## src/rtl/fir_stream_tx.sv

```systemverilog
// fir_stream_tx
// Stream transmitter feeding the FIR filter input (DOUT/VOUT drive DIN/VIN).
// The host pushes samples into an internal FIFO. A START pulse launches a
// burst of NSAMP samples with GAP idle cycles after each emitted sample.
// The block reports completion with a one-cycle DONE pulse. It counts cycles
// where a sample was due but the FIFO was empty.
//
// Ports:
//   CLK       in   1    clock, rising edge
//   RST       in   1    asynchronous active-high reset
//   WR_EN     in   1    host write strobe, accepted when FULL=0
//   WR_DATA   in   DW   sample to push
//   FULL      out  1    FIFO holds DEPTH entries
//   EMPTY     out  1    FIFO holds no entries
//   START     in   1    burst start pulse, honoured only when idle
//   NSAMP     in   CW   burst length, sampled on START
//   GAP       in   4    idle cycles after each sample, sampled on START
//   DOUT      out  DW   registered sample to the filter
//   VOUT      out  1    registered DOUT valid
//   BUSY      out  1    burst in progress
//   DONE      out  1    one-cycle pulse when a burst completes
//   UNDERRUN  out  8    saturating count of starved cycles, cleared on START

module fir_stream_tx #(
  parameter int DW    = 11,
  parameter int DEPTH = 16,
  parameter int CW    = 16
) (
  input  logic          CLK,
  input  logic          RST,
  input  logic          WR_EN,
  input  logic [DW-1:0] WR_DATA,
  output logic          FULL,
  output logic          EMPTY,
  input  logic          START,
  input  logic [CW-1:0] NSAMP,
  input  logic [3:0]    GAP,
  output logic [DW-1:0] DOUT,
  output logic          VOUT,
  output logic          BUSY,
  output logic          DONE,
  output logic [7:0]    UNDERRUN
);

  localparam int AW = $clog2(DEPTH);
  localparam logic [AW:0] DEPTH_C = (AW+1)'(DEPTH);

  typedef enum logic [1:0] {
    ST_IDLE,
    ST_RUN,
    ST_FIN
  } state_t;

  logic [DW-1:0] mem_q [DEPTH];
  logic [AW-1:0] wr_ptr_q;
  logic [AW-1:0] rd_ptr_q;
  logic [AW:0]   count_q;
  logic [AW:0]   count_d;
  logic          full_q;
  logic          empty_q;
  logic          push;
  logic          pop;

  state_t        state_q;
  state_t        state_d;
  logic [DW-1:0] dout_q;
  logic [DW-1:0] dout_d;
  logic          vout_q;
  logic          vout_d;
  logic          done_q;
  logic          done_d;
  logic [7:0]    underrun_q;
  logic [7:0]    underrun_d;
  logic [3:0]    gap_cnt_q;
  logic [3:0]    gap_cnt_d;
  logic [3:0]    gap_q;
  logic [3:0]    gap_d;
  logic [CW-1:0] sent_q;
  logic [CW-1:0] sent_d;
  logic [CW-1:0] sent_inc;
  logic [CW-1:0] nsamp_q;
  logic [CW-1:0] nsamp_d;

  // A write while full is dropped even if a pop frees a slot this cycle.
  assign push = WR_EN && !full_q;

  always_comb begin
    count_d = count_q;
    if (push && !pop) begin
      count_d = count_q + 1'b1;
    end else if (!push && pop) begin
      count_d = count_q - 1'b1;
    end
  end

  // Storage carries no reset; only pointers and count define the contents.
  always_ff @(posedge CLK) begin
    if (push) begin
      mem_q[wr_ptr_q] <= WR_DATA;
    end
  end

  // Flags are registered from the next count so they describe the FIFO
  // after the current edge. Pointers wrap naturally at power-of-two depth.
  always_ff @(posedge CLK or posedge RST) begin
    if (RST) begin
      wr_ptr_q <= '0;
      rd_ptr_q <= '0;
      count_q  <= '0;
      full_q   <= 1'b0;
      empty_q  <= 1'b1;
    end else begin
      if (push) begin
        wr_ptr_q <= wr_ptr_q + 1'b1;
      end
      if (pop) begin
        rd_ptr_q <= rd_ptr_q + 1'b1;
      end
      count_q <= count_d;
      full_q  <= (count_d == DEPTH_C);
      empty_q <= (count_d == '0);
    end
  end

  assign sent_inc = sent_q + 1'b1;

  always_comb begin
    state_d    = state_q;
    dout_d     = dout_q;
    vout_d     = 1'b0;
    done_d     = 1'b0;
    underrun_d = underrun_q;
    gap_cnt_d  = gap_cnt_q;
    gap_d      = gap_q;
    sent_d     = sent_q;
    nsamp_d    = nsamp_q;
    pop        = 1'b0;
    case (state_q)
      ST_IDLE: begin
        if (START) begin
          nsamp_d    = NSAMP;
          gap_d      = GAP;
          sent_d     = '0;
          gap_cnt_d  = '0;
          underrun_d = '0;
          state_d    = (NSAMP == '0) ? ST_FIN : ST_RUN;
        end
      end
      ST_RUN: begin
        if (gap_cnt_q != 4'd0) begin
          gap_cnt_d = gap_cnt_q - 4'd1;
        end else if (!empty_q) begin
          pop       = 1'b1;
          dout_d    = mem_q[rd_ptr_q];
          vout_d    = 1'b1;
          sent_d    = sent_inc;
          gap_cnt_d = gap_q;
          if (sent_inc == nsamp_q) begin
            state_d = ST_FIN;
          end
        end else if (underrun_q != 8'hFF) begin
          underrun_d = underrun_q + 8'd1;
        end
      end
      ST_FIN: begin
        done_d  = 1'b1;
        state_d = ST_IDLE;
      end
      default: begin
        state_d = ST_IDLE;
      end
    endcase
  end

  always_ff @(posedge CLK or posedge RST) begin
    if (RST) begin
      state_q    <= ST_IDLE;
      dout_q     <= '0;
      vout_q     <= 1'b0;
      done_q     <= 1'b0;
      underrun_q <= '0;
      gap_cnt_q  <= '0;
      gap_q      <= '0;
      sent_q     <= '0;
      nsamp_q    <= '0;
    end else begin
      state_q    <= state_d;
      dout_q     <= dout_d;
      vout_q     <= vout_d;
      done_q     <= done_d;
      underrun_q <= underrun_d;
      gap_cnt_q  <= gap_cnt_d;
      gap_q      <= gap_d;
      sent_q     <= sent_d;
      nsamp_q    <= nsamp_d;
    end
  end

  assign FULL     = full_q;
  assign EMPTY    = empty_q;
  assign DOUT     = dout_q;
  assign VOUT     = vout_q;
  assign BUSY     = (state_q == ST_RUN);
  assign DONE     = done_q;
  assign UNDERRUN = underrun_q;

endmodule

```

## config.mk

```make
export PLATFORM = sky130hd
export DESIGN_NAME = fir_stream_tx
export DESIGN_NICKNAME = d
export VERILOG_FILES = /design/src/rtl/fir_stream_tx.sv
export SDC_FILE = /design/constraint.sdc
export NUM_CORES = 1
export LEC_CHECK = 0
export ABC_AREA = 1
export BUFFER_PORTS_ARGS = -buffer_cell sky130_fd_sc_hd__buf_2
export CORE_UTILIZATION = 57
export CTS_BUF_LIST = sky130_fd_sc_hd__clkbuf_8
export DETAILED_ROUTE_END_ITERATION = 6
export GPL_TIMING_DRIVEN = 0
export PLACE_DENSITY = 0.86
export SYNTH_ARGS = -nofsm -noshare
export SYNTH_HDL_FRONTEND = slang
export SYNTH_SLANG_ARGS = --single-unit
```

## constraint.sdc

```tcl
create_clock -name CLK -period 2.2 [get_ports CLK]
set_clock_uncertainty 0.05 [all_clocks]
set_input_delay 0.22 -clock CLK [delete_from_list [all_inputs] [get_ports CLK]]
set_output_delay 0.22 -clock CLK [all_outputs]
set_load 0.01 [all_outputs]
```

==> run summary <==
The power per cell area is 1290 mW/mm². Setup violations remaining at the end of the flow were counted as 51. The share of synthesized area occupied by flip-flops and latches is 65.7%.

The cell area after technology mapping came out at 0.0110 mm². The first TritonRoute pass finished after 6 iterations. The count of synthesis-stage warnings from yosys is 0.

VDD sags by at most 880 µV. The netlist uses 47 different library cells. The remaining global-route overflow came out at 0. Synthesis produced a netlist with a net count of 1050. In this run the critical register-to-register path is launched from FULL. The clock sink count came out at 254. The critical path class is flop to flop.

edfxtp_1 takes more of the synthesized area than any other cell. The post-synthesis simple-gate area fraction is 16.1%. The count of final hold-check violations is 0. The later pin in the worst-skew pair is clocked with a latency of 0.58 ns.

The vertical die dimension is 141 µm. STA classifies the critical path endpoint as a flop. The highest achievable clock rate came out at 0.440 GHz. The multi-input logic area came out at 0.00344 mm². The overall die area is 0.0199 mm². The port buffer count came out at 58. The worst min-delay path class is input pin to flop. The tool flagged a number of max-cap violations equal to 0.

The area occupied by registers came out at 0.00724 mm². The via density per instance came out at 5.93. The final cell count without fillers came out at 1438.

Setup repair after global routing could not meet its margin everywhere. At the pin with the least slew margin, the transition time is 0.777 ns. The portion of synthesized cell area occupied by the leading cell type is 48.0%.

The clock root buffer is clkbuf_8. The library cell used most frequently in the layout, excluding fill and tap cells, is edfxtp_1. The worst setup path is launched from a flop. The clock power share is 25.5%. The combinational power share came out at 35.3%. The total leakage power is 5.06 nW. Row generation in the floorplan step produced 50 rows.

The normalized max-slew margin came out at 48.2%. The count of flip-flops with a built-in enable after synthesis is 176. The instance count along the most critical hold path came out at 1. The share of the core filled with cells in the final layout is 69.2%. The period utilization came out at 103%.

The post-route netlist has 17.0% of its cells at a drive strength greater than 1. After synthesis, the largest family of logic cells by area is simple AND/OR/NAND/NOR gates. Of the post-synthesis cell area, the part taken by muxes is 0%. In this run the most critical hold path is launched from WR_DATA[2]. The critical path data required time came out at 2.34 ns.

The worst slack at placement came out at -0.394 ns. The largest net degree at the start of global routing is 41. The share of power burned in registers came out at 39.3%.

The total instance count after detailed placement came out at 1325. The number of nets with antenna violations after detailed routing came out at 0. After detailed routing, the average wire length per cell comes to 19.7 µm. The number of storage elements in the synthesis netlist came out at 254. The clock buffer count from CTS came out at 43.

In the synthesized netlist the async set-or-reset flop fraction comes to 30.7%. The library cells used most frequently in the layout, excluding fill and tap cells, are edfxtp_1, nand2_1, nor2_1. The capture point of the worst reg-to-reg path is mem_q[11][9]. Clock-pin slew was measured on the worst setup and hold paths at 0.06 ns. Summing the areas of all compound-gate instances in the mapped netlist gives 11.7% of the synthesized area. Sorting the synthesized cells by area gives the leading types as edfxtp_1, dfrtp_1, o21ai_0, nand2_1, nor2_1.

The internal power of the cells is 0.0101 W. Of the total power, the share spent switching nets is 39.5%. The overall power of the completed layout came out at 0.0167 W.

TritonCTS built the clock tree. The post-route DRC violation count came out at 0. The flow ran to the end, but the final reports show violations. The area growth from synthesis to final layout came out at 18.3%. The flop-to-flop setup slack came out at -0.08 ns. For this block, the initial DRC count from the detailed router was 901. The final net count came out at 1190.

The number of global-route vias before repair is 8394. The number of antenna diodes in the final layout is 0. The combined global-route utilization of all metal layers came out at 28.8%.

In the post-route analysis, the smallest setup slack over all paths is -0.0750 ns. The worst register-to-register path has a depth of 4. The maximum fanout along the worst path is 11.

The layout filler cell count came out at 1268. Once the floorplan was initialized, standard cells occupied 58.5% of the core. The number of buffers on the longest clock path is 3. The total count of max-transition violations in the final report came out at 0. The time the final worst path needs with I/O delays and setup came out at 2.28 ns.

The share of synthesized cell area in full adder, half adder and majority cells came out at 1.14%. Summed over all layers, the routed wires come to 28.3 mm. For hold timing, the worst endpoint is mem_q[6][2]. The number of antenna violations at the first check in global routing came out at 0. In this run the number of H-tree levels came out at 2.

Measured along the x axis, the die boundary spans 141 µm. The most used flip-flop cell after synthesis is edfxtp_1. For this design the top-level I/O count stands at 59. Data arrives at the worst endpoint at 2.42 ns. The weighted congestion at the end of routability-driven global placement is 0.873. The average footprint of a synthesized cell is 11.0 µm².

Counting every instance in the synthesized netlist gives 1005. The net switching power is 0.00660 W. The synthesized netlist devotes 1.24% of its cell area to XOR and XNOR gates. The global-route wire length before repair came out at 43.2 mm. The area of the core is 0.0188 mm². The total via count in the routed design is 8531. The half-perimeter wire length after detailed placement is 17.9 mm. The checks that failed: negative setup slack.
## power by group through the flow
| stage | Clock, W | Combinational [W] | Sequential [W] |
|---|---|---|---|
| 6_report | 0.00426 | 0.00590 | 0.00657 |
| 5_1_grt | 0.00447 | 0.00638 | 0.00666 |
| 4_1_cts | 0.00427 | 0.00555 | 0.00655 |
| 3_5_place_dp | 0 | 0.00545 | 0.00661 |
| 3_3_place_gp | 0 | 0.00522 | 0.00658 |
| 2_1_floorplan | 0 | 0.00357 | 0.00655 |
## cells in the mapped netlist (2+ instances only)
cell type  number
nand3_1        54
clkinv_1        2
nor4_1          4
a21oi_1         4
nor2_4          3
nand3b_1        7
nor3_1          3
buf_2           8
dfrtp_1        77
o22ai_1        24
ha_1           10
nor2_1        144
o21ai_0       116
inv_1          67
a31oi_1        11
edfxtp_1      176
clkbuf_1       31
nand4_1        11
nand2_1       151
o221ai_1       30
xor2_1         11
xnor2_1         2
nand2_4         4
nor2_2          8
o211ai_1       15
nand2_2         6
buf_1           3
a21oi_2         3
o21ai_1         2
## worst max-delay path, stage by stage (launching register included)
cell	delay, ns
dfrtp_1	0.37
nor2_1	0.27
buf_2	0.32
nand2_1	0.27
nor2_2	0.63
## per-layer routing
layer,wire length (µm),track usage (%)
met5,0,0
met1,10300,35.1
met4,1000,14.8
met2,14000,49.1
met3,2960,5.64
## stage by stage
| step | cell area (µm²) | TNS [ns] | hold WS, ns |
|---|---|---|---|
| detailed placement | 11700 | -46.40 | 0.187 |
| finish | 13000 | -1.55 | 0.0282 |
| global route | 13000 | -8.94 | 0.00138 |
| floorplan | 11000 | 0 | 0.269 |
| CTS | 12900 | -8.54 | 0.000691 |
| global placement | 11600 | -33.45 | 0.363 |
## layout make-up
cell class	instances	area share, %
plain buffers	42	1.43
flip-flops and latches	254	55.6
clock inverters	26	1.23
multi-input cells	636	26.4
repair buffers	96	5.21
clock buffers	52	5.50
well taps	260	2.50
inverters	72	2.16
## worst max-delay path by stage
stage,end,cells after the start,start
2_1_floorplan,mem_q[15][0],4,FULL
3_3_place_gp,mem_q[15][3],4,FULL
3_5_place_dp,mem_q[15][4],4,FULL
4_1_cts,mem_q[11][9],4,FULL
5_1_grt,mem_q[3][8],4,FULL
6_report,mem_q[11][9],4,FULL
## logic make-up (layout without fill, tap and decap cells)
family | count (synthesis) | count (layout)
xor+xnor | 14 | 14
buf+inv | 115 | 288
compound gates | 212 | 212
flops | 254 | 254
fa+ha+maj | 10 | 10
simple gates | 400 | 400
## state kept, by name, indices dropped and copies added (netlist names), 5 cells and up
signal    flops
mem_q       176
sent_q       16
DOUT         11
count_q       5
UNDERRUN      8
nsamp_q      16
## what timing repair did
item,4_1_cts,5_1_grt
gates cloned,0,0
resized for setup,20,31
endpoints found under the setup margin,202,201
pin swaps,0,3
buffers inserted,0,5
endpoints found under the hold margin,199,0
hold buffers,31,0
(Power assumes the default switching activity.)
